## config.mk

```make
export PLATFORM = sky130hd
export DESIGN_NAME = core_test_sequencer
export DESIGN_NICKNAME = d
export VERILOG_FILES = /design/src/rtl/core_test_sequencer.sv
export SDC_FILE = /design/constraint.sdc
export NUM_CORES = 1
export LEC_CHECK = 0
export ABC_AREA = 1
export BUFFER_PORTS_ARGS = -buffer_cell sky130_fd_sc_hd__buf_2
export CAP_MARGIN = 20
export CORE_MARGIN = 3
export CORE_UTILIZATION = 61
export DETAILED_ROUTE_END_ITERATION = 8
export PLACE_DENSITY = 0.89
export SETUP_SLACK_MARGIN = 0.02
export SLEW_MARGIN = 20
export SYNTH_ARGS = -nofsm -noshare
export SYNTH_HDL_FRONTEND = slang
export SYNTH_SLANG_ARGS = --single-unit
```

## constraint.sdc

```tcl
create_clock -name clk_i -period 4.2 [get_ports clk_i]
set_clock_uncertainty 0.05 [all_clocks]
set_input_delay 0.84 -clock clk_i [delete_from_list [all_inputs] [get_ports clk_i]]
set_output_delay 0.84 -clock clk_i [all_outputs]
set_load 0.01 [all_outputs]
```

## src/rtl/core_test_sequencer.sv

```systemverilog
// ============================================================================
// Module   : core_test_sequencer
// Purpose  : Loads a program into the RV32I core, runs it for a fixed budget
//            and checks selected registers through the debug read port.
// Revision : 1.0 - initial release
// ============================================================================
`default_nettype none

module core_test_sequencer #(
  parameter int XLEN        = 32,
  parameter int PROG_DEPTH  = 16,
  parameter int CHECK_COUNT = 4,
  parameter int RUN_CYCLES  = 10,
  parameter int IMEM_AW     = 10,
  parameter int RF_AW       = 5,
  localparam int PIW = (PROG_DEPTH > 1) ? $clog2(PROG_DEPTH) : 1,
  localparam int CIW = (CHECK_COUNT > 1) ? $clog2(CHECK_COUNT) : 1,
  localparam int AW  = (PIW > CIW) ? PIW : CIW
) (
  input  logic               clk_i,
  input  logic               reset_i,
  input  logic               cfg_we_i,
  input  logic               cfg_sel_i,
  input  logic [AW-1:0]      cfg_addr_i,
  input  logic [XLEN-1:0]    cfg_wdata_i,
  input  logic [RF_AW-1:0]   cfg_reg_i,
  input  logic [PIW:0]       prog_len_i,
  input  logic [CIW:0]       check_len_i,
  input  logic               start_i,
  output logic               busy_o,
  output logic               done_o,
  output logic               pass_o,
  output logic [CIW:0]       fail_count_o,
  output logic [CIW-1:0]     fail_index_o,
  output logic [XLEN-1:0]    fail_actual_o,
  output logic               imem_we_o,
  output logic [IMEM_AW-1:0] imem_addr_o,
  output logic [XLEN-1:0]    imem_wdata_o,
  output logic               core_reset_n_o,
  output logic               core_en_o,
  output logic [RF_AW-1:0]   rf_dbg_addr_o,
  input  logic [XLEN-1:0]    rf_dbg_data_i
);

  localparam int CNT_MAX = (PROG_DEPTH > RUN_CYCLES) ? PROG_DEPTH : RUN_CYCLES;
  localparam int CNTW    = $clog2(CNT_MAX + 1);

  typedef enum logic [2:0] {
    S_IDLE  = 3'd0,
    S_LOAD  = 3'd1,
    S_CRST  = 3'd2,
    S_RUN   = 3'd3,
    S_CHK_A = 3'd4,
    S_CHK_B = 3'd5,
    S_DONE  = 3'd6
  } state_t;

  state_t            state_q, state_d;
  logic [CNTW-1:0]   cnt_q, cnt_d;
  logic [CIW:0]      chk_idx_q, chk_idx_d;
  logic [PIW:0]      prog_len_q, prog_len_d;
  logic [CIW:0]      check_len_q, check_len_d;
  logic [CIW:0]      fail_count_q, fail_count_d;
  logic [CIW-1:0]    fail_index_q, fail_index_d;
  logic [XLEN-1:0]   fail_actual_q, fail_actual_d;

  logic [XLEN-1:0]   prog_mem_q [PROG_DEPTH];
  logic [XLEN-1:0]   chk_val_q  [CHECK_COUNT];
  logic [RF_AW-1:0]  chk_reg_q  [CHECK_COUNT];

  logic              cfg_prog_we;
  logic              cfg_chk_we;
  logic [CIW-1:0]    chk_sel;
  logic              chk_mismatch;

  // Out-of-range writes are dropped rather than aliased onto a valid entry.
  assign cfg_prog_we = cfg_we_i && !busy_o && !cfg_sel_i &&
                       (32'(cfg_addr_i) < PROG_DEPTH);
  assign cfg_chk_we  = cfg_we_i && !busy_o &&  cfg_sel_i &&
                       (32'(cfg_addr_i) < CHECK_COUNT);

  assign chk_sel      = chk_idx_q[CIW-1:0];
  assign chk_mismatch = (rf_dbg_data_i != chk_val_q[chk_sel]);

  assign fail_count_o  = fail_count_q;
  assign fail_index_o  = fail_index_q;
  assign fail_actual_o = fail_actual_q;

  always_ff @(posedge clk_i) begin
    if (cfg_prog_we) begin
      prog_mem_q[cfg_addr_i[PIW-1:0]] <= cfg_wdata_i;
    end
    if (cfg_chk_we) begin
      chk_val_q[cfg_addr_i[CIW-1:0]] <= cfg_wdata_i;
      chk_reg_q[cfg_addr_i[CIW-1:0]] <= cfg_reg_i;
    end
  end

  always_ff @(posedge clk_i) begin
    if (reset_i) begin
      state_q       <= S_IDLE;
      cnt_q         <= '0;
      chk_idx_q     <= '0;
      prog_len_q    <= '0;
      check_len_q   <= '0;
      fail_count_q  <= '0;
      fail_index_q  <= '0;
      fail_actual_q <= '0;
    end else begin
      state_q       <= state_d;
      cnt_q         <= cnt_d;
      chk_idx_q     <= chk_idx_d;
      prog_len_q    <= prog_len_d;
      check_len_q   <= check_len_d;
      fail_count_q  <= fail_count_d;
      fail_index_q  <= fail_index_d;
      fail_actual_q <= fail_actual_d;
    end
  end

  always_comb begin
    state_d        = state_q;
    cnt_d          = cnt_q;
    chk_idx_d      = chk_idx_q;
    prog_len_d     = prog_len_q;
    check_len_d    = check_len_q;
    fail_count_d   = fail_count_q;
    fail_index_d   = fail_index_q;
    fail_actual_d  = fail_actual_q;
    busy_o         = 1'b0;
    done_o         = 1'b0;
    pass_o         = 1'b0;
    imem_we_o      = 1'b0;
    imem_addr_o    = '0;
    imem_wdata_o   = '0;
    core_reset_n_o = 1'b0;
    core_en_o      = 1'b0;
    rf_dbg_addr_o  = '0;

    case (state_q)
      S_IDLE, S_DONE: begin
        if (state_q == S_DONE) begin
          done_o         = 1'b1;
          pass_o         = (fail_count_q == '0);
          core_reset_n_o = 1'b1;
        end
        if (start_i) begin
          state_d       = S_LOAD;
          cnt_d         = '0;
          chk_idx_d     = '0;
          fail_count_d  = '0;
          fail_index_d  = '0;
          fail_actual_d = '0;
          prog_len_d    = (32'(prog_len_i) > PROG_DEPTH) ?
                          (PIW+1)'(PROG_DEPTH) : prog_len_i;
          check_len_d   = (32'(check_len_i) > CHECK_COUNT) ?
                          (CIW+1)'(CHECK_COUNT) : check_len_i;
        end
      end

      S_LOAD: begin
        busy_o      = 1'b1;
        imem_we_o   = 1'b1;
        imem_addr_o = IMEM_AW'(cnt_q);
        // Words past the program are zeroed so stale code cannot run.
        if (32'(cnt_q) < 32'(prog_len_q)) begin
          imem_wdata_o = prog_mem_q[cnt_q[PIW-1:0]];
        end
        if (cnt_q == CNTW'(PROG_DEPTH - 1)) begin
          cnt_d   = '0;
          state_d = S_CRST;
        end else begin
          cnt_d = cnt_q + CNTW'(1);
        end
      end

      S_CRST: begin
        busy_o = 1'b1;
        if (cnt_q == CNTW'(1)) begin
          cnt_d   = '0;
          state_d = S_RUN;
        end else begin
          cnt_d = cnt_q + CNTW'(1);
        end
      end

      S_RUN: begin
        busy_o         = 1'b1;
        core_reset_n_o = 1'b1;
        core_en_o      = 1'b1;
        if (cnt_q == CNTW'(RUN_CYCLES - 1)) begin
          cnt_d     = '0;
          chk_idx_d = '0;
          state_d   = (check_len_q == '0) ? S_DONE : S_CHK_A;
        end else begin
          cnt_d = cnt_q + CNTW'(1);
        end
      end

      S_CHK_A: begin
        busy_o         = 1'b1;
        core_reset_n_o = 1'b1;
        rf_dbg_addr_o  = chk_reg_q[chk_sel];
        state_d        = S_CHK_B;
      end

      S_CHK_B: begin
        busy_o         = 1'b1;
        core_reset_n_o = 1'b1;
        rf_dbg_addr_o  = chk_reg_q[chk_sel];
        if (chk_mismatch) begin
          fail_count_d = fail_count_q + (CIW+1)'(1);
          if (fail_count_q == '0) begin
            fail_index_d  = chk_sel;
            fail_actual_d = rf_dbg_data_i;
          end
        end
        chk_idx_d = chk_idx_q + (CIW+1)'(1);
        state_d   = (chk_idx_q + (CIW+1)'(1) == check_len_q) ? S_DONE : S_CHK_A;
      end

      default: begin
        state_d = S_IDLE;
      end
    endcase
  end

endmodule

`default_nettype wire
```

---- Word level (Yosys, flattened, before mapping) ----
Memories as Yosys holds them, arrays and structs flattened. A register that Yosys moved wholly into a read port is not among the register bits.
Index checks and enable logic that the tools add are counted.
storage, ports and cells
  bits in registers ....................... 56
  RAM bits ................................ 660
  logic and storage cells ................. 106
  memories ................................ 3
cells by class
  add/subtract/negate cells ............... 3
  $lt $le $gt $ge ......................... 4
  eq/ne operators ......................... 17
  multiplexer cells ....................... 49
  reductions and logical operators ........ 22
memory list
  memory      words  bits a word  rd ports  clocked after Yosys merged registers in  wr ports  line  source
  prog_mem_q  16     32           1         1                                        1         67    logic [XLEN-1:0] prog_mem_q [PROG_DEPTH];
  chk_val_q   4      32           1         1                                        1         68    logic [XLEN-1:0] chk_val_q [CHECK_COUNT];
  chk_reg_q   4      5            1         1                                        1         69    logic [RF_AW-1:0] chk_reg_q [CHECK_COUNT];
operators by type and width
  cell                                                   number
  2-to-1 mux 32 bit                                      5
  one-hot mux 32 bit (2 select lines)                    1
  2-to-1 mux 5 bit                                       7
  != test 32 bit                                         1
  2-to-1 mux 3 bit                                       8
  one-hot mux 5 bit (4 select lines)                     1
  2-to-1 mux 2 bit                                       9
  one-hot mux 3 bit (6 select lines)                     1
  != test 2 bit (second input constant)                  6
  2-to-1 mux 1 bit                                       11
  == test 5 x 4 -> 1 bit (second input constant)         2
  == test 3 bit (second input constant)                  3
  logical NOT 3 bit                                      3
  one-hot mux 3 bit (3 select lines)                     1
  2-to-1 mux 4 bit                                       2
  AND reduction 4 bit                                    2
  adder 3 x 1 -> 3 bit (second input constant)           2
  == test 3 x 2 -> 1 bit (second input constant)         2
  one-hot mux 3 bit (2 select lines)                     1
  AND reduction 3 bit                                    2
  adder 5 x 1 -> 5 bit (second input constant)           1
  == test 5 x 1 -> 1 bit (second input constant)         1
  greater-than comparator 5 bit (second input constant)  1
  less-than comparator 5 bit                             1
  other kinds (15)                                       21

---- Depth between registers and ports, before layout ----
  depth in word-level cells ............... 9
  mapped depth ............................ 18
  depth with buffers taken out ............ 16

---- Worst setup path after synthesis ----
OpenSTA, ideal clock, no wires.
  path type ............................... input port to flip-flop
  start point ............................. input cfg_we_i
  end point ............................... memory chk_reg_q[0][0], enable pin
  arrival time ............................ 2.719 ns
  required time ........................... 3.719 ns
  path slack .............................. 0.999 ns
  stages .................................. 3
  buffers on the path ..................... 0
  cells stage by stage .................... nand3_1 nand3b_1 nor2_1
on the way
  word-level cells in the longest chain between the ends .. 5
RTL lines
  item                                    line  source
  start, declared                         22    input logic cfg_we_i,
  logical AND 1 bit (3 in series)         79    assign cfg_chk_we = cfg_we_i && !busy_o && cfg_sel_i &&
  2-to-1 mux 1 bit                        93    if (cfg_chk_we) begin
  2-to-1 mux 1 bit (not written as such)  95    chk_reg_q[cfg_addr_i[CIW-1:0]] <= cfg_reg_i;
  end, declared                           69
No other way between the ends.

==> results.ini <==
[critical_path]
cp_data_arrival_time_ns=3.21
path_cells=buf_4, a21oi_1, o21ai_0, o21ai_0, o211ai_1, nand2_1, a311oi_1, buf_2
critical_path.max_stage_delay_ns=0.71
required_ns=3.31
r2r_slack_ns=0.99
critPathMaxFanout=41
r2r-end=prog_mem_q[6][24]
path_class=flip-flop to primary output
setup.worst_path.end_class=primary output
crit_slowest_cell=dfxtp_4
cp_common_cell=o21ai_0
cp-start-kind=flip-flop
r2r-start=state_q[2]
reg2regPathDepth=7

[timing]
hold_violations=0
setup-violations-final=0
maxSlewHeadroom_pct=28.97
rsz0062_at_grt=no
setup_tns_ns=0
tightest_slew_ns=1.059
max_freq_ghz=0.2436
fin_ws_ns=0.09526
slew_viol_final=0
period_minus_slack_ns=4.105
fin_crit_sh_pct=97.73

[cts]
cts_buffers=71
cts_resized=0
cts_tree=built
clk_pin_slew_ns=0.06
cts.sinks=722
hold_buffers=0
cts_buffer_depth=3
cts_root_buf=clkbuf_16
post-cts-setup-buffers=0
insertion_delay_ns=0.60
ctsHtreeMaxLevel=3

[final_layout]
synthToLayoutAreaGrowth_pct=13.16
layout-drive-gt1-share_pct=13.69
layout.nets=2767
fillerInstances=2988
fin_area_sq_um=34080
post-route-util_pct=70.64

[job]
maxCapViolCount=0

[drt]
drt-met1-wl_microns=28140
vias_per_cell=6.263
wirelength_microns=76890
drtIter0Drc=3267
wl_per_cell_microns=22.74
drc=0
dr_total_vias=21170
drtAntennaViolNets=0
highest_layer=met5
firstDrtPassIters=6
wl_met3_microns=9550
wl_met2_microns=36230

[power_and_ir_drop]
switching_power_w=0.004572
power_w=0.01696
pwr-share-seq_pct=47.7
p_comb_share_pct=14.8
p_clk_share_pct=37.5
p_per_area_nw_per_um2=497.7
sw_frac_of_total_pct=26.96
leakagePower_nw=12.58
p_int_w=0.01239
ir_worst_vdd_mv=0.3528

[yosys]
synth_area_sq_um=30120
seq_area_frac_synth_pct=69.93
ys_types=40
synthAdderAreaFrac_pct=0.5401
synth_xor_xnor_area_share_pct=0.2617
synth_compound_area_share_pct=7.329
synth-simple-area-share_pct=12.47
synth.ff_latch_count=722
async_flop_share_pct=0
synth_mux_area_share_pct=4.342
synth_top_family_by_area=simple AND/OR/NAND/NOR gates
yosys_warnings=0
synth_edf_count=660
postSynthAreaPerCell_sq_um=11.95
synth_cells=2520
yosys_most_used_dff=edfxtp_1

[die]
die_h_microns=228.2
start_util_pct=62.42
die_w_microns=228.2
die-area_sq_um=52070
io_pins=176
num_rows=80
coreArea_sq_um=48250

[placed_design]
place_ws_ns=0.8903
dp_hpwl_microns=45890
dpl_cell_area_sq_um=31760
finalWeightedCongestion=0.9123
io_buffers=170

[global_routing]
grt_pass1_vias=20490
grt_overflow=0
grt_first_pass_wirelength_microns=117600
grt_max_degree=101
grt_use_total_pct=29.09
antenna_found_initial=2

[hold_path]
hold-path-cell-count=1
worstHoldStart=cfg_reg_i[2]
holdPathEnd=chk_reg_q[2][2]
hold_class=primary input to flip-flop

[status]
status=finished clean

## Yosys cell counts (19+ instances only)
| library cell | n | area [sq um] |
|---|---|---|
| nand4_1 | 46 | 287.8 |
| nor2_1 | 131 | 491.7 |
| a21oi_1 | 187 | 935.9 |
| edfxtp_1 | 660 | 19820 |
| buf_2 | 30 | 150.1 |
| mux2i_1 | 107 | 1071 |
| buf_1 | 27 | 101.4 |
| dfxtp_1 | 62 | 1241 |
| o21ai_0 | 169 | 845.8 |
| o211ai_1 | 24 | 180.2 |
| a311oi_1 | 19 | 166.4 |
| inv_1 | 214 | 803.3 |
| mux2_2 | 21 | 236.5 |
| nand3_1 | 259 | 1296 |
| clkbuf_1 | 69 | 259.0 |
| nand2_1 | 424 | 1592 |
## per-stage QoR
step	std cells	hold slack, ns
floorplan	2524	0.3953
global placement	3251	0.3960
detailed placement	3251	0.4015
CTS	3380	0.3738
global route	3380	0.3834
finish	3381	0.4023
## cell families (layout without fill, tap and decap cells)
group / after synthesis / after routing
buffers and inverters: 366 / 566
multiplexers: 128 / 128
AO/OA/AOI/OAI: 410 / 410
adder cells (fa/ha/maj): 13 / 13
flip-flops: 722 / 722
XOR/XNOR: 9 / 9
other: 1 / 6
AND/OR/NAND/NOR: 871 / 871
## power groups by stage
stage	Combinational [W]	Clock, W	Sequential (W)
final	0.00251	0.00635	0.00809
after global routing	0.00271	0.00668	0.00810
after CTS	0.00246	0.00640	0.00809
after detailed placement	0.00242	0	0.00824
after global placement	0.00233	0	0.00823
after floorplan	0.00172	0	0.00820
## layout make-up
class	instances	area [sq um]	area share, %
sequential	722	21070	61.82
multi-input combinational	1436	7691	22.57
clock buffer	88	1893	5.555
timing repair buffer	219	1356	3.980
inverter	218	823.3	2.416
tap	656	820.8	2.408
clock inverter	41	422.9	1.241
antenna	1	2.502	0.007343
## placed cells by master, fill, tap and decap left out, drive strengths merged, types with 2 or more instances in the layout
cell,n
inv,222
nand2,425
a21oi,187
nor2,131
buf,219
nor3,3
ha,13
a211oi,4
o21ai,171
conb,5
nand3,261
xor2,8
o211ai,24
clkbuf,88
edfxtp,660
clkinv,30
nand3b,2
a22oi,2
nand4,46
mux2,21
a311oi,19
dfxtp,62
bufinv,7
mux2i,107
## worst max-delay path, delay by kind of cell (launching register included)
family,cells,cell delay (ns)
AOI/OAI and AO/OA,5,1.15
DFF,1,0.71
buffers and inverters,2,0.60
and+or+nand+nor,1,0.11
## sequential cells by signal, indices dropped and copies added, names as in the netlist, 5 cells and up, named ones only
register,cells
prog_mem_q,512
chk_val_q,128
fail_actual_o,32
chk_reg_q,20
cnt_q,5
prog_len_q,5
## layer usage
layer	GRT usage [%]	vias to the layer above
met4	11.72	2
li1	-	9258
met1	39.39	10030
met3	6.387	273
met5	0	-
met2	46.41	1614
## worst max path at each step
stage,start,to,slack [ns],depth (start not counted)
final,flip-flop,imem_wdata_o[11],0.1,8
after global routing,flip-flop,imem_wdata_o[13],0.02,9
after CTS,flip-flop,imem_wdata_o[10],0.23,9
after detailed placement,flip-flop,imem_wdata_o[11],0.89,8
after global placement,flip-flop,imem_wdata_o[11],0.98,8
after floorplan,cfg_we_i,chk_reg_q[0][0],1.0,3
(Power assumes the default switching activity.)
